**config.mk**
```make
export PLATFORM = sky130hd
export DESIGN_NAME = subtractors_pipe
export DESIGN_NICKNAME = d
export VERILOG_FILES = /design/src/rtl/softmax_pkg.sv /design/src/rtl/subtractor_lane.sv /design/src/rtl/subtractors_pipe.sv
export SDC_FILE = /design/constraint.sdc
export NUM_CORES = 1
export LEC_CHECK = 0
export CORE_ASPECT_RATIO = 0.9
export CORE_UTILIZATION = 56
export CTS_CLUSTER_DIAMETER = 120
export DETAILED_ROUTE_END_ITERATION = 12
export MAX_ROUTING_LAYER = met4
export PLACE_DENSITY = 0.94
export REMOVE_ABC_BUFFERS = 1
export SYNTH_ARGS = -nofsm -noshare
export SYNTH_HDL_FRONTEND = slang
export SYNTH_HIERARCHICAL = 1
export SYNTH_SLANG_ARGS = --single-unit
```
**constraint.sdc**
```tcl
create_clock -name clk -period 9.8 [get_ports clk]
set_clock_uncertainty 0.15 [all_clocks]
set_input_delay 2.45 -clock clk [delete_from_list [all_inputs] [get_ports clk]]
set_output_delay 2.45 -clock clk [all_outputs]
set_load 0.02 [all_outputs]
```
**src/rtl/softmax_pkg.sv**
```systemverilog
// rtl/softmax_pkg.sv - shared widths, FSM state type and saturating log-domain subtract helper
package softmax_pkg;

    localparam int DEF_NUM_INPUTS = 10;
    localparam int DEF_LANES      = 2;
    localparam int DEF_MANT_WIDTH = 8;
    localparam int DEF_EXP_WIDTH  = 9;
    localparam int SAT_W          = 32;

    typedef enum logic [0:0] {
        ST_IDLE = 1'b0,
        ST_RUN  = 1'b1
    } sub_state_t;

    // Returns {sat, result}; the caller keeps the low exp_w bits of result.
    function automatic logic [SAT_W:0] sat_sub(
        input logic [SAT_W-1:0] x,
        input logic [SAT_W-1:0] s,
        input int               exp_w,
        input logic             saturate
    );
        longint d;
        longint hi;
        longint lo;
        logic   sat;
        d   = $signed({32'b0, x}) - $signed({32'b0, s});
        hi  = (longint'(1) <<< (exp_w - 1)) - 1;
        lo  = -hi - 1;
        sat = 1'b0;
        if (saturate && d > hi) begin
            d   = hi;
            sat = 1'b1;
        end else if (saturate && d < lo) begin
            d   = lo;
            sat = 1'b1;
        end
        return {sat, d[SAT_W-1:0]};
    endfunction

endpackage

```
**src/rtl/subtractor_lane.sv**
```systemverilog
// rtl/subtractor_lane.sv - one combinational lane computing x - exp_sum with optional clamp
module subtractor_lane
    import softmax_pkg::*;
#(
    parameter int MANT_WIDTH = DEF_MANT_WIDTH,
    parameter int EXP_WIDTH  = DEF_EXP_WIDTH,
    parameter int SATURATE   = 1
) (
    input  logic [MANT_WIDTH-1:0] x,
    input  logic [EXP_WIDTH-1:0]  s,
    output logic [EXP_WIDTH-1:0]  result,
    output logic                  sat
);

    logic [SAT_W:0] r;
    logic           unused_hi;

    assign r         = sat_sub(SAT_W'(x), SAT_W'(s), EXP_WIDTH, SATURATE != 0);
    assign result    = r[EXP_WIDTH-1:0];
    assign sat       = r[SAT_W];
    assign unused_hi = ^r[SAT_W-1:EXP_WIDTH];

endmodule

```
**src/rtl/subtractors_pipe.sv**
```systemverilog
// rtl/subtractors_pipe.sv - beat-serial log-domain subtractor array with valid/ready output stream
module subtractors_pipe
    import softmax_pkg::*;
#(
    parameter int  NUM_INPUTS = DEF_NUM_INPUTS,
    parameter int  LANES      = DEF_LANES,
    parameter int  MANT_WIDTH = DEF_MANT_WIDTH,
    parameter int  EXP_WIDTH  = DEF_EXP_WIDTH,
    parameter int  SATURATE   = 1,
    localparam int NUM_BEATS  = NUM_INPUTS / LANES,
    localparam int IDX_W      = (NUM_BEATS > 1) ? $clog2(NUM_BEATS) : 1
) (
    input  logic                             clk,
    input  logic                             rst,
    input  logic                             in_valid,
    output logic                             in_ready,
    input  logic [EXP_WIDTH-1:0]             exp_sum,
    input  logic [NUM_INPUTS*MANT_WIDTH-1:0] input_bus,
    output logic                             out_valid,
    input  logic                             out_ready,
    output logic [LANES*EXP_WIDTH-1:0]       out_data,
    output logic [LANES-1:0]                 out_sat,
    output logic [IDX_W-1:0]                 out_beat,
    output logic                             out_last
);

    localparam logic [IDX_W-1:0] LAST_BEAT = IDX_W'(NUM_BEATS - 1);

    if (NUM_INPUTS % LANES != 0) begin : g_bad_lanes
        $error("NUM_INPUTS must be a multiple of LANES");
    end
    if (EXP_WIDTH < 2 || EXP_WIDTH >= SAT_W || MANT_WIDTH > SAT_W) begin : g_bad_width
        $error("unsupported MANT_WIDTH/EXP_WIDTH");
    end

    sub_state_t                      state;
    logic [NUM_INPUTS*MANT_WIDTH-1:0] vec_q;
    logic [EXP_WIDTH-1:0]            sum_q;
    logic [IDX_W-1:0]                next_beat;
    logic                            advance;
    logic                            last_taken;
    logic [LANES*EXP_WIDTH-1:0]      lane_data;
    logic [LANES-1:0]                lane_sat;

    assign in_ready   = (state == ST_IDLE) && !rst;
    assign advance    = !out_valid || out_ready;
    assign last_taken = out_valid && out_ready && out_last;
    // The output register itself is the beat counter: the next beat follows the one on display.
    assign next_beat  = (out_valid && out_beat != LAST_BEAT) ? out_beat + IDX_W'(1) : '0;

    for (genvar l = 0; l < LANES; l++) begin : g_lane
        logic [MANT_WIDTH-1:0] x;
        always_comb x = vec_q[(int'(next_beat) * LANES + l) * MANT_WIDTH +: MANT_WIDTH];
        subtractor_lane #(
            .MANT_WIDTH(MANT_WIDTH),
            .EXP_WIDTH (EXP_WIDTH),
            .SATURATE  (SATURATE)
        ) u_lane (
            .x     (x),
            .s     (sum_q),
            .result(lane_data[l*EXP_WIDTH +: EXP_WIDTH]),
            .sat   (lane_sat[l])
        );
    end

    always_ff @(posedge clk) begin
        if (rst) begin
            state     <= ST_IDLE;
            vec_q     <= '0;
            sum_q     <= '0;
            out_valid <= 1'b0;
            out_data  <= '0;
            out_sat   <= '0;
            out_beat  <= '0;
            out_last  <= 1'b0;
        end else begin
            case (state)
                ST_IDLE: begin
                    if (in_valid) begin
                        vec_q <= input_bus;
                        sum_q <= exp_sum;
                        state <= ST_RUN;
                    end
                end
                ST_RUN: begin
                    if (last_taken) begin
                        state     <= ST_IDLE;
                        out_valid <= 1'b0;
                        out_last  <= 1'b0;
                    end else if (advance) begin
                        out_valid <= 1'b1;
                        out_data  <= lane_data;
                        out_sat   <= lane_sat;
                        out_beat  <= next_beat;
                        out_last  <= (next_beat == LAST_BEAT);
                    end
                end
                default: state <= ST_IDLE;
            endcase
        end
    end

endmodule

```
==> impl_metrics.tcl <==
set metrics [dict create \
    status "complete, no violations" \
    path_delay_family "buffers and inverters" \
    max_slew_margin 0.387 \
    yosysWarnings 6 \
    yosysTopAreaCell "dfxtp_1" \
    clockBufferDepth 2 \
    fin_cells 962 \
    drt_first_pass_iters 7 \
    drtIter0Drc 391 \
    syn_avg_cell_area_um2 7.92 \
    clk_pin_slew_ns 0.06 \
    nets 937 \
    gr-total-overflow 0 \
    ff2ff_path_depth 17 \
    drc_errors 0 \
    yosysMostFrequentCell "nand2_1" \
    ys_ff_latch 115 \
    dieHeight_um 98.0 \
    synth-seq-area-share 0.401 \
    clock-root-buffer "clkbuf_16" \
    wl_per_cell_um 16.4 \
    io_buffer_count 118 \
    htreeDepth 4 \
    clkSinkCount 115 \
    yosysUniqueCellTypes 46 \
    grt_antenna_before_repair 0 \
    grt_pass1_wl_mm 25.3 \
    finalCritPeriodShare 0.614 \
    routed_via_density 5.75 \
    worst-path-stages 3 \
    path_buf_inv 2 \
    ys_async_sr_fraction 0 \
    grt_max_degree 92 \
    setup_violations 0 \
    cts_setup_buffers 0 \
    period_needed_ns 6.02 \
    start_util 0.584 \
    worst-slew-pin-transition_ns 0.919 \
    gp_congestion 0.860 \
    drv_cap 0 \
    hold_class "flop to flop" \
    power_density_nw_per_um2 197 \
    synth_area_leaders "dfxtp_1, nand2_1, a21oi_1" \
    routed_wl_mm 15.8 \
    worstPathArrival_ns 3.42 \
    holdPathStages 2 \
    dp_cells 931 \
    numCtsBuffers 17 \
    synthFlopType "dfxtp_1" \
    hold_buffers 0 \
    hpwlAfterDp_mm 10.2 \
    syn_inst 725 \
    worstPathMaxFanout 26 \
    vdd_drop_max_v 0.000197 \
    num_io_pins 119 \
    cp_slowest_cell "clkdlybuf4s50_1" \
    worst_setup_path_start_kind "input pin" \
    rsz0062_at_grt "no" \
    cts_tree "yes" \
    fin_tns_setup_ns 0 \
    vias 5532 \
    synth-edff-count 0 \
    grtUsageTotal 0.313 \
    die_area_um2 10700 \
    hold_viol 0 \
    synth_commonest_cells "nand2_1, a21oi_1, dfxtp_1" \
    p_leak_nw 2.85 \
    grt_pass1_vias 5461 \
    clk_latency_ns 0.41 \
    end_kind "output pin" \
    die_w_um 109 \
    n_antenna_cell 0 \
    syn_area_um2 5740 \
    crit_chain "buf_4 -> nor2_1 -> clkdlybuf4s50_1" \
    crit_type "input pin to output pin" \
    antenna_left 0 \
    num-fill-cells 677 \
    slowest_delay_ns 0.62 \
    worstPathRequired_ns 7.20 \
    num_rows 34 \
    drive_above_1_share 0.0766 \
    yosysTopAreaCellShare 0.401 \
    core_um2 9830 \
    ctsResizeCount 0 \
    fmax_mhz 166 \
    drv_slew 0 \
    syn_to_final_growth_pct 31.6 \
]
[sequential cells by signal (all words and copies together) (netlist names)]
name,cells
out_last,1
sum_q,9
out_sat,2
state,1
vec_q,80
out_valid,1
out_beat,3
out_data,18
[cell families (layout without fill, tap and decap cells)]
group | count (synthesis) | in the layout | share of synthesized area
xor+xnor | 12 | 12 | 0.0209
simple gates | 278 | 278 | 0.202
flops | 115 | 115 | 0.401
compound gates | 181 | 181 | 0.203
mux | 32 | 32 | 0.0558
fa+ha+maj | 30 | 30 | 0.0641
buf+inv | 77 | 188 | 0.0532
[tightest hold or removal path, delay by kind of cell, from the launching register on]
kind	cells	cell delay (ns)
flip-flops	1	0.31
AND/OR/NAND/NOR	1	0.05
AO/OA/AOI/OAI	1	0.05
[per-layer routing]
metal | part of all wire | wire length [um] | vias up | track usage
met5 | 0 | 0 | - | -
met4 | 0.026 | 405 | 0 | 0.127
met3 | 0.072 | 1130 | 44 | 0.0641
met2 | 0.50 | 7930 | 272 | 0.533
met1 | 0.40 | 6340 | 2575 | 0.356
li1 | - | - | 2641 | -
[metrics by stage]
step	worst slack, ns	hold slack [ns]	power [mW]	util	area [um2]
floorplan	4.02	0.280	0.742	-	5550
global placement	3.80	0.292	0.847	0.708	6950
detailed placement	3.77	0.298	0.860	0.708	6950
CTS	3.78	0.305	1.49	0.769	7550
global route	3.73	0.319	1.54	0.769	7550
finish	3.78	0.305	1.49	0.769	7550
[layout by cell type (no fill, tap or decap), types with 4 or more instances in the layout]
master,instances
nand2_1,238
a21oi_1,118
clkdlybuf4s50_1,117
dfxtp_1,115
inv_1,32
mux2i_1,32
ha_1,18
clkbuf_16,17
o221ai_1,15
o21ai_0,14
nor2_1,11
a21o_1,9
maj3_1,8
buf_4,8
o21a_1,7
nor2b_1,6
xnor2_1,6
nor2b_4,5
nand3_1,4
xor2_1,4
[final timing paths]
path,start,end,slack [ns]
setup / recovery,rst,in_ready,3.78
hold / removal,vec_q[46],vec_q[46],0.30
setup reg to reg,out_beat[0],out_data[6],4.64
hold reg to reg,vec_q[46],vec_q[46],0.30
[power breakdown]
part           leakage [nW]  internal [mW]  switching (mW)
sequential            0.943          0.501          0.0223
combinational          1.62          0.161           0.178
clock                 0.285          0.405           0.224
total                  2.85           1.07           0.424
[layout make-up]
class	instances	area [um2]	share of cell area
tap	126	158	0.0209
multi-input combinational	533	3140	0.416
clock buffer	19	443	0.0586
timing repair buffer	125	1230	0.163
sequential	115	2300	0.305
inverter	32	120	0.0159
clock inverter	12	158	0.0209
(Power assumes the default switching activity.)
